==> config.mk <==
export PLATFORM = sky130hd
export DESIGN_NAME = fwd_scoreboard_mux
export DESIGN_NICKNAME = d
export VERILOG_FILES = /design/src/rtl/fwd_pkg.sv /design/src/rtl/fwd_prio_sel.sv /design/src/rtl/fwd_scoreboard_mux.sv
export SDC_FILE = /design/constraint.sdc
export NUM_CORES = 1
export LEC_CHECK = 0
export ABC_AREA = 1
export ABC_CLOCK_PERIOD_IN_PS = 2620
export CORE_UTILIZATION = 42
export CTS_BUF_LIST = sky130_fd_sc_hd__clkbuf_4 sky130_fd_sc_hd__clkbuf_8
export CTS_CLUSTER_DIAMETER = 200
export DETAILED_ROUTE_END_ITERATION = 8
export HOLD_SLACK_MARGIN = 0.03
export PLACE_DENSITY_LB_ADDON = 0.1
export RECOVER_POWER = 50
export SYNTH_ARGS = -nofsm -noshare
export SYNTH_HDL_FRONTEND = slang
export SYNTH_SLANG_ARGS = --single-unit
==> constraint.sdc <==
create_clock -name clk -period 2.62 [get_ports clk]
set_clock_uncertainty 0.1 [all_clocks]
set_input_delay 0.393 -clock clk [delete_from_list [all_inputs] [get_ports clk]]
set_output_delay 0.393 -clock clk [all_outputs]
set_load 0.01 [all_outputs]
==> src/rtl/fwd_pkg.sv <==
// Shared types and helpers for the operand-forwarding scoreboard.
package fwd_pkg;

  typedef struct packed {
    logic       valid;
    logic       we;
    logic [4:0] rd;
    logic       is_load;
  } sb_entry_t;

  localparam int SEL_RF = 0;

  // One select code for the register file plus one per tracked stage.
  function automatic int sel_width(input int depth);
    return $clog2(depth + 1);
  endfunction

endpackage

==> src/rtl/fwd_prio_sel.sv <==
// Resolves one source operand: youngest matching producer, its readiness,
// and the resulting operand/select/hazard.
module fwd_prio_sel
  import fwd_pkg::*;
#(
  parameter int XLEN             = 32,
  parameter int DEPTH            = 3,
  parameter int LOAD_READY_STAGE = 2,
  parameter int SELW             = 2
) (
  input  sb_entry_t [DEPTH-1:0]      entries,
  input  logic [4:0]                 rs,
  input  logic [XLEN-1:0]            rf_data,
  input  logic [DEPTH*XLEN-1:0]      stage_data,
  output logic [XLEN-1:0]            op,
  output logic [SELW-1:0]            sel,
  output logic                       hazard
);

  logic [DEPTH-1:0] match;
  logic [DEPTH-1:0] ready;
  logic             hit;
  logic             hit_ready;
  logic [XLEN-1:0]  hit_data;
  logic [SELW-1:0]  hit_sel;

  // x0 never matches, even against an rd = 0 writer.
  always_comb begin
    for (int k = 0; k < DEPTH; k++) begin
      match[k] = entries[k].valid & entries[k].we &
                 (entries[k].rd == rs) & (rs != 5'd0);
      ready[k] = ~entries[k].is_load | (k >= LOAD_READY_STAGE);
    end
  end

  // Scan oldest to youngest so the youngest match is the one left standing.
  always_comb begin
    hit       = 1'b0;
    hit_ready = 1'b0;
    hit_data  = '0;
    hit_sel   = SELW'(SEL_RF);
    for (int k = DEPTH - 1; k >= 0; k--) begin
      if (match[k]) begin
        hit       = 1'b1;
        hit_ready = ready[k];
        hit_data  = stage_data[k*XLEN +: XLEN];
        hit_sel   = SELW'(k + 1);
      end
    end
  end

  always_comb begin
    op     = rf_data;
    sel    = SELW'(SEL_RF);
    hazard = 1'b0;
    if (hit) begin
      if (hit_ready) begin
        op  = hit_data;
        sel = hit_sel;
      end else begin
        hazard = 1'b1;
      end
    end
  end

endmodule

==> src/rtl/fwd_scoreboard_mux.sv <==
// Operand forwarding between ID and EX: shift-register scoreboard of
// in-flight writers plus one priority selector per source operand.
module fwd_scoreboard_mux
  import fwd_pkg::*;
#(
  parameter int XLEN             = 32,
  parameter int DEPTH            = 3,
  parameter int NUM_SRC          = 2,
  parameter int LOAD_READY_STAGE = 2,
  localparam int SELW            = sel_width(DEPTH)
) (
  input  logic                      clk,
  input  logic                      rst,
  input  logic                      issue_valid_i,
  input  logic                      issue_we_i,
  input  logic [4:0]                issue_rd_i,
  input  logic                      issue_is_load_i,
  input  logic                      flush_i,
  input  logic [NUM_SRC*5-1:0]      rs_i,
  input  logic [NUM_SRC-1:0]        rs_used_i,
  input  logic [NUM_SRC*XLEN-1:0]   rf_data_i,
  input  logic [DEPTH*XLEN-1:0]     stage_data_i,
  output logic [NUM_SRC*XLEN-1:0]   op_o,
  output logic [NUM_SRC*SELW-1:0]   fwd_sel_o,
  output logic                      stall_o
);

  sb_entry_t [DEPTH-1:0] entries;
  logic [NUM_SRC-1:0]    hazard;
  logic                  stall;

  // A stalled or flushed ID slot enters as a bubble; flush also kills EX.
  always_ff @(posedge clk) begin
    if (rst) begin
      entries <= '0;
    end else begin
      entries[0] <= '{valid:   issue_valid_i & ~stall & ~flush_i,
                      we:      issue_we_i,
                      rd:      issue_rd_i,
                      is_load: issue_is_load_i};
      for (int k = 1; k < DEPTH; k++) begin
        entries[k] <= (k == 1 && flush_i) ? sb_entry_t'('0) : entries[k-1];
      end
    end
  end

  for (genvar s = 0; s < NUM_SRC; s++) begin : g_src
    fwd_prio_sel #(
      .XLEN             (XLEN),
      .DEPTH            (DEPTH),
      .LOAD_READY_STAGE (LOAD_READY_STAGE),
      .SELW             (SELW)
    ) u_sel (
      .entries    (entries),
      .rs         (rs_i[s*5 +: 5]),
      .rf_data    (rf_data_i[s*XLEN +: XLEN]),
      .stage_data (stage_data_i),
      .op         (op_o[s*XLEN +: XLEN]),
      .sel        (fwd_sel_o[s*SELW +: SELW]),
      .hazard     (hazard[s])
    );
  end

  // The ID instruction is dead during a flush, so it never stalls.
  assign stall   = (|(hazard & rs_used_i)) & ~flush_i;
  assign stall_o = stall;

endmodule

# Word-level counts from Yosys, hierarchy flattened
# Index checks and enable logic that the tools add are counted.
[op_classes]
n_eq_ne = 6
muxes = 34
n_bitwise = 23
n_reduce_logical = 4
[op_table]
columns = ["cell", "n"]
rows = [
  ["two-way mux 32 bit", 10],
  ["== test 5 bit", 6],
  ["two-way mux 2 bit", 10],
  ["bitwise AND 1 bit", 18],
  ["two-way mux 1 bit", 14],
  ["nonzero test 5 bit", 2],
  ["inverter 1 bit", 4],
  ["OR reduction 2 bit", 2],
  ["bitwise AND 2 bit", 1],
]
[totals]
reg_bits = 23
inputBits = 183
out_inout_bits = 69
elab_cells = 78

# Logic depth before layout (Yosys ltp)
[logic_depth]
ltp_word = 14
depth_mapped = 15
depth_no_buf = 14

# Modules after synthesis
# From an unflattened synthesis, not the netlist that was laid out.
[unflattened]
hier_cells = 898
hier_area_um2 = 4471.8
[modules_own_cells]
columns = ["mod", "instances", "cells_each", "area_per_inst_um2", "seq_area_each_um2"]
rows = [
  ["fwd_prio_sel", 2, 409, 1856.8, 0.0],
  ["fwd_scoreboard_mux", 1, 80, 758.2, 480.5],
]

# Worst setup path before layout
# OpenSTA, ideal clock, no wires.
[synth_timing]
path_kind = "input -> output"
startpoint = "in rs_i[2]"
endpoint = "out op_o[23]"
t_arrival_ns = 1.568
required_time_ns = 2.127
setup_slack_ns = 0.559
cell_stages = 13
n_path_buf = 2
cell_sequence = "buf_6 -> nor2_2 -> nand3_2 -> inv_2 -> nor2_1 -> nand2_2 -> nand2_2 -> nand3_2 -> nand2_4 -> inv_4 -> buf_6 -> nand3_2 -> nand2_1"
[synth_via]
elab_chain_len = 8
word_cells_on_any_way = 20
classes_between = "eq/ne (3); mux (10); bitwise (6); reduce/logical (1)"
[synth_lines]
columns = ["element", "line_no", "source"]
rows = [
  ["from (decl)", "fwd_scoreboard_mux.sv:19", "input logic [NUM_SRC*5-1:0] rs_i,"],
  ["== test 5 bit", "fwd_prio_sel.sv:31", "(entries[k].rd == rs) & (rs != 5'd0);"],
  ["bitwise AND 1 bit", "fwd_prio_sel.sv:30", "match[k] = entries[k].valid & entries[k].we &"],
  ["bitwise AND 1 bit", "fwd_prio_sel.sv:31", ""],
  ["two-way mux 32 bit or two-way mux 1 bit (tied branches) (3 in series)", "fwd_prio_sel.sv:43", "if (match[k]) begin"],
  ["two-way mux 32 bit", "fwd_prio_sel.sv:57", "if (hit_ready) begin"],
  ["two-way mux 32 bit *", "fwd_prio_sel.sv:56", "if (hit) begin"],
  ["to (decl)", "fwd_scoreboard_mux.sv:23", "output logic [NUM_SRC*XLEN-1:0] op_o,"],
]
# Every way passes the cells marked *; elsewhere a longest branch is shown, timed or not.

# Worst setup path after layout
[layout_timing]
startpoint = "reg, netlist name entries[18]"
endpoint = "out op_o[10]"
[layout_via]
elab_chain_len = 8
word_cells_on_any_way = 13
classes_between = "eq/ne (1); mux (10); bitwise (2)"
[layout_lines]
columns = ["element", "line_no"]
rows = [
  ["== test 5 bit *", "fwd_prio_sel.sv:31"],
  ["bitwise AND 1 bit *", "fwd_prio_sel.sv:30"],
  ["bitwise AND 1 bit *", "fwd_prio_sel.sv:31"],
  ["two-way mux 32 bit or two-way mux 1 bit (tied branches) (3 in series)", "fwd_prio_sel.sv:43"],
  ["two-way mux 32 bit", "fwd_prio_sel.sv:57"],
  ["two-way mux 32 bit *", "fwd_prio_sel.sv:56"],
]
# Marks and branches as above.

==> results.cfg <==
[worst_setup_path]
start_kind = flip-flop
path_max_fanout = 5
critPathKind = reg2out
required_ns = 2.13
worst_setup_path_end_kind = primary output
cp.arrival_ns = 2.18

[cells_and_area]
drive_gt1_share_pct = 31.0
n_antenna_cell = 0
largest_register_ffs = 23
filler_cell_count = 598
final_area_um2 = 7860
largest_register = entries
top_regs = entries (23)
syn_to_final_growth_pct = 92.7
final_nets = 1303
final_cells = 1248

[floorplanning]
initial_core_util_pct = 43.7
io_pins = 252
die_y_um = 101
dieWidth_um = 101
rows = 35
core_um2 = 9330
die_area_um2 = 10100

[power_and_ir_drop]
powerDensity_nw_per_um2 = 156
p_leak_nw = 3.95
pwr-share-clk_pct = 18.3
pwr-share-comb_pct = 51.5
ir_worst_vdd_uv = 310
seqPwrFrac_pct = 30.2
netSwitchingPower_mw = 0.398
finalPower_mw = 1.23
intPower_mw = 0.832
netSwitchingFraction_pct = 32.3

[timing]
fin_ws_ns = -0.0528
clock.fmax_ghz = 0.374
period_needed_ns = 2.67
timing.hold.ws_ns = 0.329
tightest_slew_ns = 0.776
drv_slew = 0
relSlewSlack_pct = 48.3
hold_viol = 0
timing.final.crit_share_pct = 102
grt_setup_unrepaired = true
setup_viol = 22

[clocking]
ctsLongestPathBuffers = 2
clock_latency_ns = 0.27
cts_sinks = 23
clkSlewWorstSetupHoldPaths_ns = 0.09
cts_root_buffer = clkbuf_8
hold_buffers = 0
cts_tree = done
h-tree-depth = 1
cts_buffers = 3

[yosys]
synth_warnings = 0
yosys-top-cells-count = 363 x nand2_1, 120 x nand3_1, 99 x inv_1
synth_cells = 801
synth.distinct_cells = 27
mappedNetlistNets = 984
syn_avg_cell_area_um2 = 5.09
yosysSeqAreaShare_pct = 11.3
synthesis.area_um2 = 4080
ys.flop_type = dfxtp_1
synth_edf_count = 0
async_flop_share_pct = 0
netlist.area_leader.share_pct = 33.4
ys_ff_latch = 23
synth.most_common_cell = nand2_1
synth_area_leaders = nand2_1 33%, nand3_1 15%, dfxtp_1 11%
yosysTopAreaCell = nand2_1

[place]
place_inst = 1202
hpwl_um = 13500
gp_congestion = 0.936
placed_area_um2 = 7060
port-buffer-count = 251

[min_path]
hold_path.class = reg2reg

[grt]
grt_pass1_wl_um = 27800
grt_max_degree = 24
antenna_found_initial = 0
grt_pass1_vias = 5716
grt_use_total_pct = 34.6
grt_overflow = 0

[route]
route.vias.total = 6687
first_iter_violations = 468
ant_nets = 0
dr.pass1.iters = 5
finalWirelength_um = 20900
post-route-drc-count = 0
routed_via_density = 5.36
wl_per_cell_um = 16.8

[run_status]
violations = setup timing
status = finished, violations left

[flow_run]
max-cap-violations = 0
-- power groups by stage --
stage	Combinational [mW]	Sequential (mW)	Clock, mW
5_1_grt	0.678	0.372	0.244
3_5_place_dp	0.619	0.377	0
2_1_floorplan	0.179	0.375	0
3_3_place_gp	0.613	0.377	0
6_report	0.633	0.371	0.225
4_1_cts	0.599	0.370	0.224
-- logic make-up (layout without fill, tap and decap cells) --
group	Yosys count	in the layout	synth area share (%)
AOI/OAI and AO/OA	36	36	6.29
xor gates and xnor gates	5	5	1.07
buffers and inverters	157	475	17.4
DFF	23	23	11.3
and+or+nand+nor	580	580	64.0
-- final timing paths --
kind / start / depth (start not counted) / slack, ns / endpoint
worst max-delay path: entries[18] / 16 / -0.05 / op_o[10]
worst min-delay path: entries[6] / 2 / 0.33 / entries[14]
worst max register to register: entries[18] / 14 / 0.72 / entries[7]
worst min register to register: entries[6] / 2 / 0.33 / entries[14]
-- through the flow --
step | TNS [ns] | setup WS, ns | utilization, %
detailed placement | -42.54 | -0.722 | 75.7
floorplan | 0 | 0.559 | -
CTS | -0.193 | -0.184 | 79.2
global placement | -42.41 | -0.739 | 75.7
finish | -0.641 | -0.0528 | 84.3
global route | -3.45 | -0.141 | 84.3
-- critical path: stages (launching register included) --
cell and delay (ns):
dfxtp_2 0.35, inv_2 0.04, nand2_2 0.06, inv_1 0.06, nor2_2 0.18, nand2_2 0.10
nor2_4 0.12, nand2_4 0.09, nand3_4 0.11, nand2_8 0.07, buf_12 0.13, inv_8 0.07
buf_6 0.12, buf_6 0.13, nand3_2 0.07, nand2_1 0.06, buf_2 0.12
-- area by class of cell --
cell class | instances | area [µm²] | area share (%)
repair buffers | 356 | 3410 | 43.4
multi-input cells | 621 | 3300 | 42.0
flip-flops and latches | 23 | 492 | 6.25
inverters | 115 | 449 | 5.71
well taps | 129 | 161 | 2.05
clock buffers | 3 | 41.3 | 0.525
clock inverters | 1 | 5.00 | 0.0637
-- cell usage in the layout (no fill, tap or decap), types with 14 or more instances in the layout --
| cell | instances |
|---|---|
| nor2_1 | 33 |
| o211ai_1 | 28 |
| nand2_2 | 35 |
| buf_6 | 29 |
| buf_2 | 46 |
| clkbuf_2 | 23 |
| buf_12 | 14 |
| nand3_2 | 47 |
| inv_1 | 90 |
| nand2_1 | 328 |
| nand3_1 | 100 |
| inv_2 | 20 |
| clkdlybuf4s50_1 | 171 |
| buf_4 | 50 |
-- per-layer routing --
metal	global-route usage [%]	part of all wire, %	routed length [µm]	vias up
li1	-	-	-	3134
met1	40.9	37	7800	2976
met2	60.1	47	9900	457
met3	6.31	9.4	1960	120
met4	16.6	6.1	1270	0
met5	0	0	0	-
-- repair_timing --
item | 4_1_cts | 5_1_grt
gates resized for setup | 261 | 192
pin swaps | 21 | 45
endpoints found under the hold margin | 0 | 0
setup buffers | 18 | 19
endpoints found under the setup margin | 69 | 68
cloned | 4 | 6
Power figures use the tool's default switching activity.
